--- src/rtl/rmii_rx_framer_if.sv ---
// RMII receive framer bus: PHY dibit inputs and byte/frame-status outputs.
interface rmii_rx_framer_if;
  logic        rmii_crs_dv_i;
  logic [1:0]  rmii_rxd_i;
  logic [7:0]  data_o;
  logic        valid_o;
  logic        sof_o;
  logic        eof_o;
  logic [10:0] len_o;
  logic        crc_ok_o;
  logic [2:0]  err_o;

  // PHY / stimulus side
  modport master (
    output rmii_crs_dv_i, rmii_rxd_i,
    input  data_o, valid_o, sof_o, eof_o, len_o, crc_ok_o, err_o
  );

  // Framer side
  modport slave (
    input  rmii_crs_dv_i, rmii_rxd_i,
    output data_o, valid_o, sof_o, eof_o, len_o, crc_ok_o, err_o
  );
endinterface

--- src/rtl/rmii_rx_framer.sv ---
// RMII receive framer: preamble/SFD hunt, dibit-to-byte assembly, CRC-32
// residue check and runt/giant/alignment status reported on a one-cycle eof.
module rmii_rx_framer #(
  parameter int MIN_FRAME_BYTES = 64,
  parameter int MAX_FRAME_BYTES = 1518
) (
  input  logic            clk_i,
  input  logic            rst_i,
  rmii_rx_framer_if.slave bus
);

  localparam logic [31:0] CRC_INIT = 32'hFFFF_FFFF;
  localparam logic [31:0] CRC_POLY = 32'hEDB8_8320;  // 0x04C11DB7 reflected
  // Residue of the reflected register over data+FCS. This is the bit-reversed
  // form of the textbook 0xC704DD7B residue.
  localparam logic [31:0] CRC_RES  = 32'hDEBB_20E3;
  localparam logic [10:0] MIN_LEN  = 11'(MIN_FRAME_BYTES);
  localparam logic [10:0] MAX_LEN  = 11'(MAX_FRAME_BYTES);

  typedef enum logic [1:0] {IDLE, PREAMBLE, DATA, DROP} state_t;

  state_t      state_q, state_d;
  logic [1:0]  k_q;
  logic [7:0]  sr_q;
  logic [10:0] cnt_q;
  logic [31:0] crc_q;
  logic        giant_q;

  logic        crs;
  logic [1:0]  rxd;
  logic [7:0]  byte_w;
  logic        sfd, shift, emit, giant, end_data, end_drop;

  assign crs = bus.rmii_crs_dv_i;
  assign rxd = bus.rmii_rxd_i;

  function automatic logic [31:0] crc_byte(input logic [31:0] c, input logic [7:0] b);
    logic [31:0] r;
    r = c ^ {24'd0, b};
    for (int i = 0; i < 8; i++) r = r[0] ? ((r >> 1) ^ CRC_POLY) : (r >> 1);
    return r;
  endfunction

  // Byte under assembly with the current dibit merged at position k.
  always_comb begin
    byte_w = sr_q;
    byte_w[{k_q, 1'b0} +: 2] = rxd;
  end

  // State register.
  always_ff @(posedge clk_i or posedge rst_i) begin
    if (rst_i) state_q <= IDLE;
    else       state_q <= state_d;
  end

  // Next state and per-cycle datapath strobes.
  always_comb begin
    state_d  = state_q;
    sfd      = 1'b0;
    shift    = 1'b0;
    emit     = 1'b0;
    giant    = 1'b0;
    end_data = 1'b0;
    end_drop = 1'b0;
    case (state_q)
      IDLE: if (crs && rxd == 2'b01) state_d = PREAMBLE;
      PREAMBLE: begin
        if (!crs)               state_d = IDLE;
        else if (rxd == 2'b11) begin
          state_d = DATA;
          sfd     = 1'b1;
        end
        else if (rxd != 2'b01) state_d = DROP;
      end
      DATA: begin
        if (!crs) begin
          end_data = 1'b1;
          state_d  = IDLE;
        end else begin
          shift = 1'b1;
          if (k_q == 2'd3) begin
            if (cnt_q == MAX_LEN) begin
              giant   = 1'b1;
              state_d = DROP;
            end else begin
              emit = 1'b1;
            end
          end
        end
      end
      DROP: begin
        if (!crs) begin
          end_drop = giant_q;  // only a giant drop reports eof
          state_d  = IDLE;
        end
      end
      default: state_d = IDLE;
    endcase
  end

  // Assembly, CRC, byte counter and registered outputs.
  always_ff @(posedge clk_i or posedge rst_i) begin
    if (rst_i) begin
      k_q          <= '0;
      sr_q         <= '0;
      cnt_q        <= '0;
      crc_q        <= CRC_INIT;
      giant_q      <= 1'b0;
      bus.data_o   <= '0;
      bus.valid_o  <= 1'b0;
      bus.sof_o    <= 1'b0;
      bus.eof_o    <= 1'b0;
      bus.len_o    <= '0;
      bus.crc_ok_o <= 1'b0;
      bus.err_o    <= '0;
    end else begin
      bus.valid_o <= emit;
      bus.sof_o   <= emit && cnt_q == 11'd0;
      bus.eof_o   <= end_data || end_drop;
      if (state_q == IDLE) giant_q <= 1'b0;
      if (sfd) begin
        k_q   <= '0;
        sr_q  <= '0;
        cnt_q <= '0;
        crc_q <= CRC_INIT;
      end
      if (shift) begin
        k_q  <= k_q + 2'd1;
        sr_q <= byte_w;
      end
      if (emit) begin
        bus.data_o <= byte_w;
        cnt_q      <= cnt_q + 11'd1;
        crc_q      <= crc_byte(crc_q, byte_w);
      end
      if (giant) giant_q <= 1'b1;
      if (end_data) begin
        bus.len_o    <= cnt_q;
        bus.crc_ok_o <= crc_q == CRC_RES;
        bus.err_o    <= {1'b0, cnt_q < MIN_LEN, k_q != 2'd0};
      end
      if (end_drop) begin
        bus.len_o    <= MAX_LEN;
        bus.crc_ok_o <= 1'b0;
        bus.err_o    <= 3'b100;
      end
    end
  end

endmodule
--- src/flat_wrapper.sv ---
// flat-port wrapper written by rule: the top's interface ports become plain ports
module rmii_rx_framer_flat 
#(
  parameter int MIN_FRAME_BYTES = 64,
  parameter int MAX_FRAME_BYTES = 1518
)
  (clk_i, rst_i, bus_rmii_crs_dv_i, bus_rmii_rxd_i, bus_data_o, bus_valid_o, bus_sof_o, bus_eof_o, bus_len_o, bus_crc_ok_o, bus_err_o);
  rmii_rx_framer_if bus_i ();
  input  logic clk_i;
  input  logic rst_i;
  input wire logic [$bits(bus_i.rmii_crs_dv_i)-1:0] bus_rmii_crs_dv_i;
  input wire logic [$bits(bus_i.rmii_rxd_i)-1:0] bus_rmii_rxd_i;
  output wire logic [$bits(bus_i.data_o)-1:0] bus_data_o;
  output wire logic [$bits(bus_i.valid_o)-1:0] bus_valid_o;
  output wire logic [$bits(bus_i.sof_o)-1:0] bus_sof_o;
  output wire logic [$bits(bus_i.eof_o)-1:0] bus_eof_o;
  output wire logic [$bits(bus_i.len_o)-1:0] bus_len_o;
  output wire logic [$bits(bus_i.crc_ok_o)-1:0] bus_crc_ok_o;
  output wire logic [$bits(bus_i.err_o)-1:0] bus_err_o;
  assign bus_i.rmii_crs_dv_i = bus_rmii_crs_dv_i;
  assign bus_i.rmii_rxd_i = bus_rmii_rxd_i;
  assign bus_data_o = bus_i.data_o;
  assign bus_valid_o = bus_i.valid_o;
  assign bus_sof_o = bus_i.sof_o;
  assign bus_eof_o = bus_i.eof_o;
  assign bus_len_o = bus_i.len_o;
  assign bus_crc_ok_o = bus_i.crc_ok_o;
  assign bus_err_o = bus_i.err_o;
  rmii_rx_framer #(.MIN_FRAME_BYTES(MIN_FRAME_BYTES), .MAX_FRAME_BYTES(MAX_FRAME_BYTES)) u_core (.clk_i(clk_i), .rst_i(rst_i), .bus(bus_i));
endmodule
--- config.mk ---
export PLATFORM = sky130hd
export DESIGN_NAME = rmii_rx_framer_flat
export DESIGN_NICKNAME = d
export VERILOG_FILES = /design/src/rtl/rmii_rx_framer_if.sv /design/src/rtl/rmii_rx_framer.sv /design/src/flat_wrapper.sv
export SDC_FILE = /design/constraint.sdc
export NUM_CORES = 1
export LEC_CHECK = 0
export ABC_AREA = 1
export CAP_MARGIN = 20
export CORE_MARGIN = 2
export CORE_UTILIZATION = 50
export CTS_CLUSTER_DIAMETER = 30
export DETAILED_ROUTE_END_ITERATION = 8
export PLACE_DENSITY = 0.69
export SLEW_MARGIN = 10
export SYNTH_ARGS = -nofsm -noshare
export SYNTH_HDL_FRONTEND = slang
export SYNTH_SLANG_ARGS = --single-unit
--- constraint.sdc ---
create_clock -name clk_i -period 3.26 [get_ports clk_i]
set_input_delay 0.326 -clock clk_i [delete_from_list [all_inputs] [get_ports clk_i]]
set_output_delay 0.326 -clock clk_i [all_outputs]
set_load 0.005 [all_outputs]
==> impl_metrics.yaml <==
cells_and_area:
  area_growth_pct: 12.55
  layout_commonest_cell: "nand2_1"
  mostFrequentLayoutCells: "nand2_1 (231), inv_1 (93), nand3_1 (74)"
  layout-drive-gt1-share_pct: 13.78
  fill_cells: 928
  diodes: 0
  design_area_mm2: 0.005644
  nNetsFinal: 748
  final_cells: 873
clock_network:
  cts-root-buf: "clkbuf_8"
  cts_tree: "yes"
  hold_buffers: 0
  clock_latency_ns: 0.36
  post-cts-setup-buffers: 0
  clkSinkCount: 82
  post_cts_resized: 0
  clk_pin_slew_ns: 0.10
  clockBufferDepth: 2
  cts.htree.levels: 3
  numCtsBuffers: 9
worst_setup_path:
  cp.arrival_ns: 2.92
  reg2reg_from: "u_core.cnt_q[0]"
  cp-startpoint: "u_core.cnt_q[0]"
  crit_top_cell: "inv_1"
  slowest_stage: "nor2_2"
  cpPeakStageDelay_ns: 0.52
  critPathRequiredTime_ns: 3.55
  path_class: "register to register"
  cp_num_cells: 11
  cp_top_family: "simple AND/OR/NAND/NOR gates"
  cp_max_fo: 30
  path_cells: "inv_1 > ha_1 > nand2_1 > nor2_1 > nand3_1 > nand2_2 > inv_4 > nor2_2 > inv_2 > o21ai_0 > inv_1"
  path_buf_inv: 4
  endpoint: "u_core.crc_q[13]"
  startpoint_type: "register"
  rrSetupSlack_ns: 0.63
  timing.rr.end: "u_core.crc_q[13]"
  ff2ff_path_depth: 11
  worst_setup_path_end_kind: "register"
sta:
  min_period_over_period_pct: 80.65
  slew_headroom_pct: 58.44
  whs_ns: 0.2493
  fin_tns_setup_ns: 0
  period_needed_ns: 2.629
  max_freq_mhz: 380.3
  worst_pin_slew_ns: 0.6227
  maxSlewViolCount: 0
  fin_skew_ns: 0.01614
  grt_setup_unrepaired: "no"
  setup_viol: 0
  hold_violations: 0
die:
  die_x_um: 104.1
  die_h_um: 104.1
  core-area_mm2: 0.009774
  std_cell_rows: 36
  start_util_pct: 51.31
  die_area_mm2: 0.01085
  io_pins: 31
place:
  io_buffers: 30
  hpwl_um: 9853
  place_inst: 857
  place_area_mm2: 0.005439
  routabilityCongestion: 0.9598
synth:
  syn_area_mm2: 0.005015
  synthDistinctLibCells: 37
  syn_inst: 702
  synthTopCellsByArea: "dfrtp_1 (25%), nand2_1 (17%), dfstp_2 (17%)"
  synth_top_area_share_pct: 24.95
  syn_nets: 715
  async_reset_ff_share_pct: 100.0
  synth_ff_type: "dfrtp_1"
  yosys_warnings: 0
  yosysTopAreaCell: "dfrtp_1"
  seq_area_frac_synth_pct: 41.72
  avgSynthCellArea_um2: 7.144
  synth_edf_count: 0
  synth_seq_cells: 82
global_route:
  antenna_found_initial: 0
  grt-ovfl-total: 0
  grt_start_max_net_pins: 33
  grtUsageTotal_pct: 25.73
  grt_pass1_wl_um: 22420
  grt_pass1_vias: 4534
detailed_routing:
  met1_length_um: 5925
  first_pass_iters: 5
  dr.first_iter.drc_count: 333
  wl_per_cell_um: 15.43
  top_layer_used: "met4"
  met2_length_um: 6371
  drc: 0
  drtAntennaViolNets: 0
  avgViaCountPerCell: 5.457
  drt_wl_total_um: 13470
  route.met3.wl_um: 833
  vias: 4764
worst_hold_path:
  hold_path.class: "input port to asynchronous set/reset pin"
pwr:
  worst_ir_drop_vdd_uv: 523.9
  finalPower_mw: 6.393
  p_per_area_mw_per_mm2: 1133
  p_leak_nw: 2.798
flow_run:
  drv_cap: 0
status:
  outcome: "complete, no violations"
how the worst min path moves through the flow:
stage | start | endpoint
after floorplan | u_core.crc_q[24] | u_core.crc_q[24]
after global placement | u_core.bus.err_o[2] | u_core.bus.err_o[2]
after detailed placement | u_core.crc_q[24] | u_core.crc_q[24]
after CTS | rst_i | u_core.bus.len_o[8]
after global routing | rst_i | u_core.bus.len_o[8]
final | rst_i | u_core.bus.len_o[8]
Yosys cell counts, drive strengths merged (14+ instances only):
master / count
inv: 97
a21oi: 17
dfstp: 32
o22ai: 14
nand3: 78
o21ai: 44
nand2: 265
dfrtp: 50
nor2: 44
cell families (layout without fill, tap and decap cells):
kind of cell / after synthesis / in the layout / synth area share [%]
xor+xnor: 9 / 9 / 1.572
flops: 82 / 82 / 41.72
simple gates: 406 / 406 / 36.25
compound gates: 86 / 86 / 9.606
fa+ha+maj: 8 / 8 / 1.996
buf+inv: 111 / 149 / 8.857
power breakdown:
| part | switching, mW | internal (mW) |
|---|---|---|
| clock | 0.420 | 0.367 |
| sequential | 0.346 | 1.54 |
| combinational | 2.49 | 1.23 |
through the flow:
step,setup slack (ns),util [%]
2_1_floorplan,0.8785,-
3_3_place_gp,0.5979,55.65
3_5_place_dp,0.4964,55.65
4_1_cts,0.6802,57.74
5_1_grt,0.4269,57.74
6_report,0.6307,57.74
per-layer routing:
| metal | global-route usage, % | up-vias |
|---|---|---|
| li1 | - | 2306 |
| met1 | 34.69 | 2239 |
| met2 | 43.05 | 189 |
| met3 | 3.070 | 30 |
| met4 | 8.880 | 0 |
| met5 | 0 | - |
worst register-to-register path, cell delays in order, from the launching register on:
cell	delay (ns)
dfrtp_1	0.41
inv_1	0.13
ha_1	0.16
nand2_1	0.06
nor2_1	0.10
nand3_1	0.14
nand2_2	0.13
inv_4	0.12
nor2_2	0.53
inv_2	0.42
o21ai_0	0.30
inv_1	0.07
cell type report:
type | instances | area (um^2) | area share, %
clock buffers | 9 | 123.9 | 2.195
clock inverters | 7 | 81.33 | 1.441
inverters | 100 | 379.1 | 6.717
multi-input cells | 509 | 2479 | 43.91
flip-flops and latches | 82 | 2092 | 37.07
well taps | 133 | 166.4 | 2.948
repair buffers | 33 | 322.8 | 5.719
flip-flops by register name, summed over array words and instances, names as in the netlist:
register,cells
u_core.bus.valid_o,1
u_core.bus.len_o,11
u_core.bus.sof_o,1
u_core.k_q,2
u_core.bus.eof_o,1
u_core.bus.err_o,3
u_core.bus.data_o,8
u_core.giant_q,1
u_core.cnt_q,11
u_core.bus.crc_ok_o,1
u_core.crc_q,32
u_core.state_q,2
u_core.sr_q,8
(Power assumes the default switching activity.)
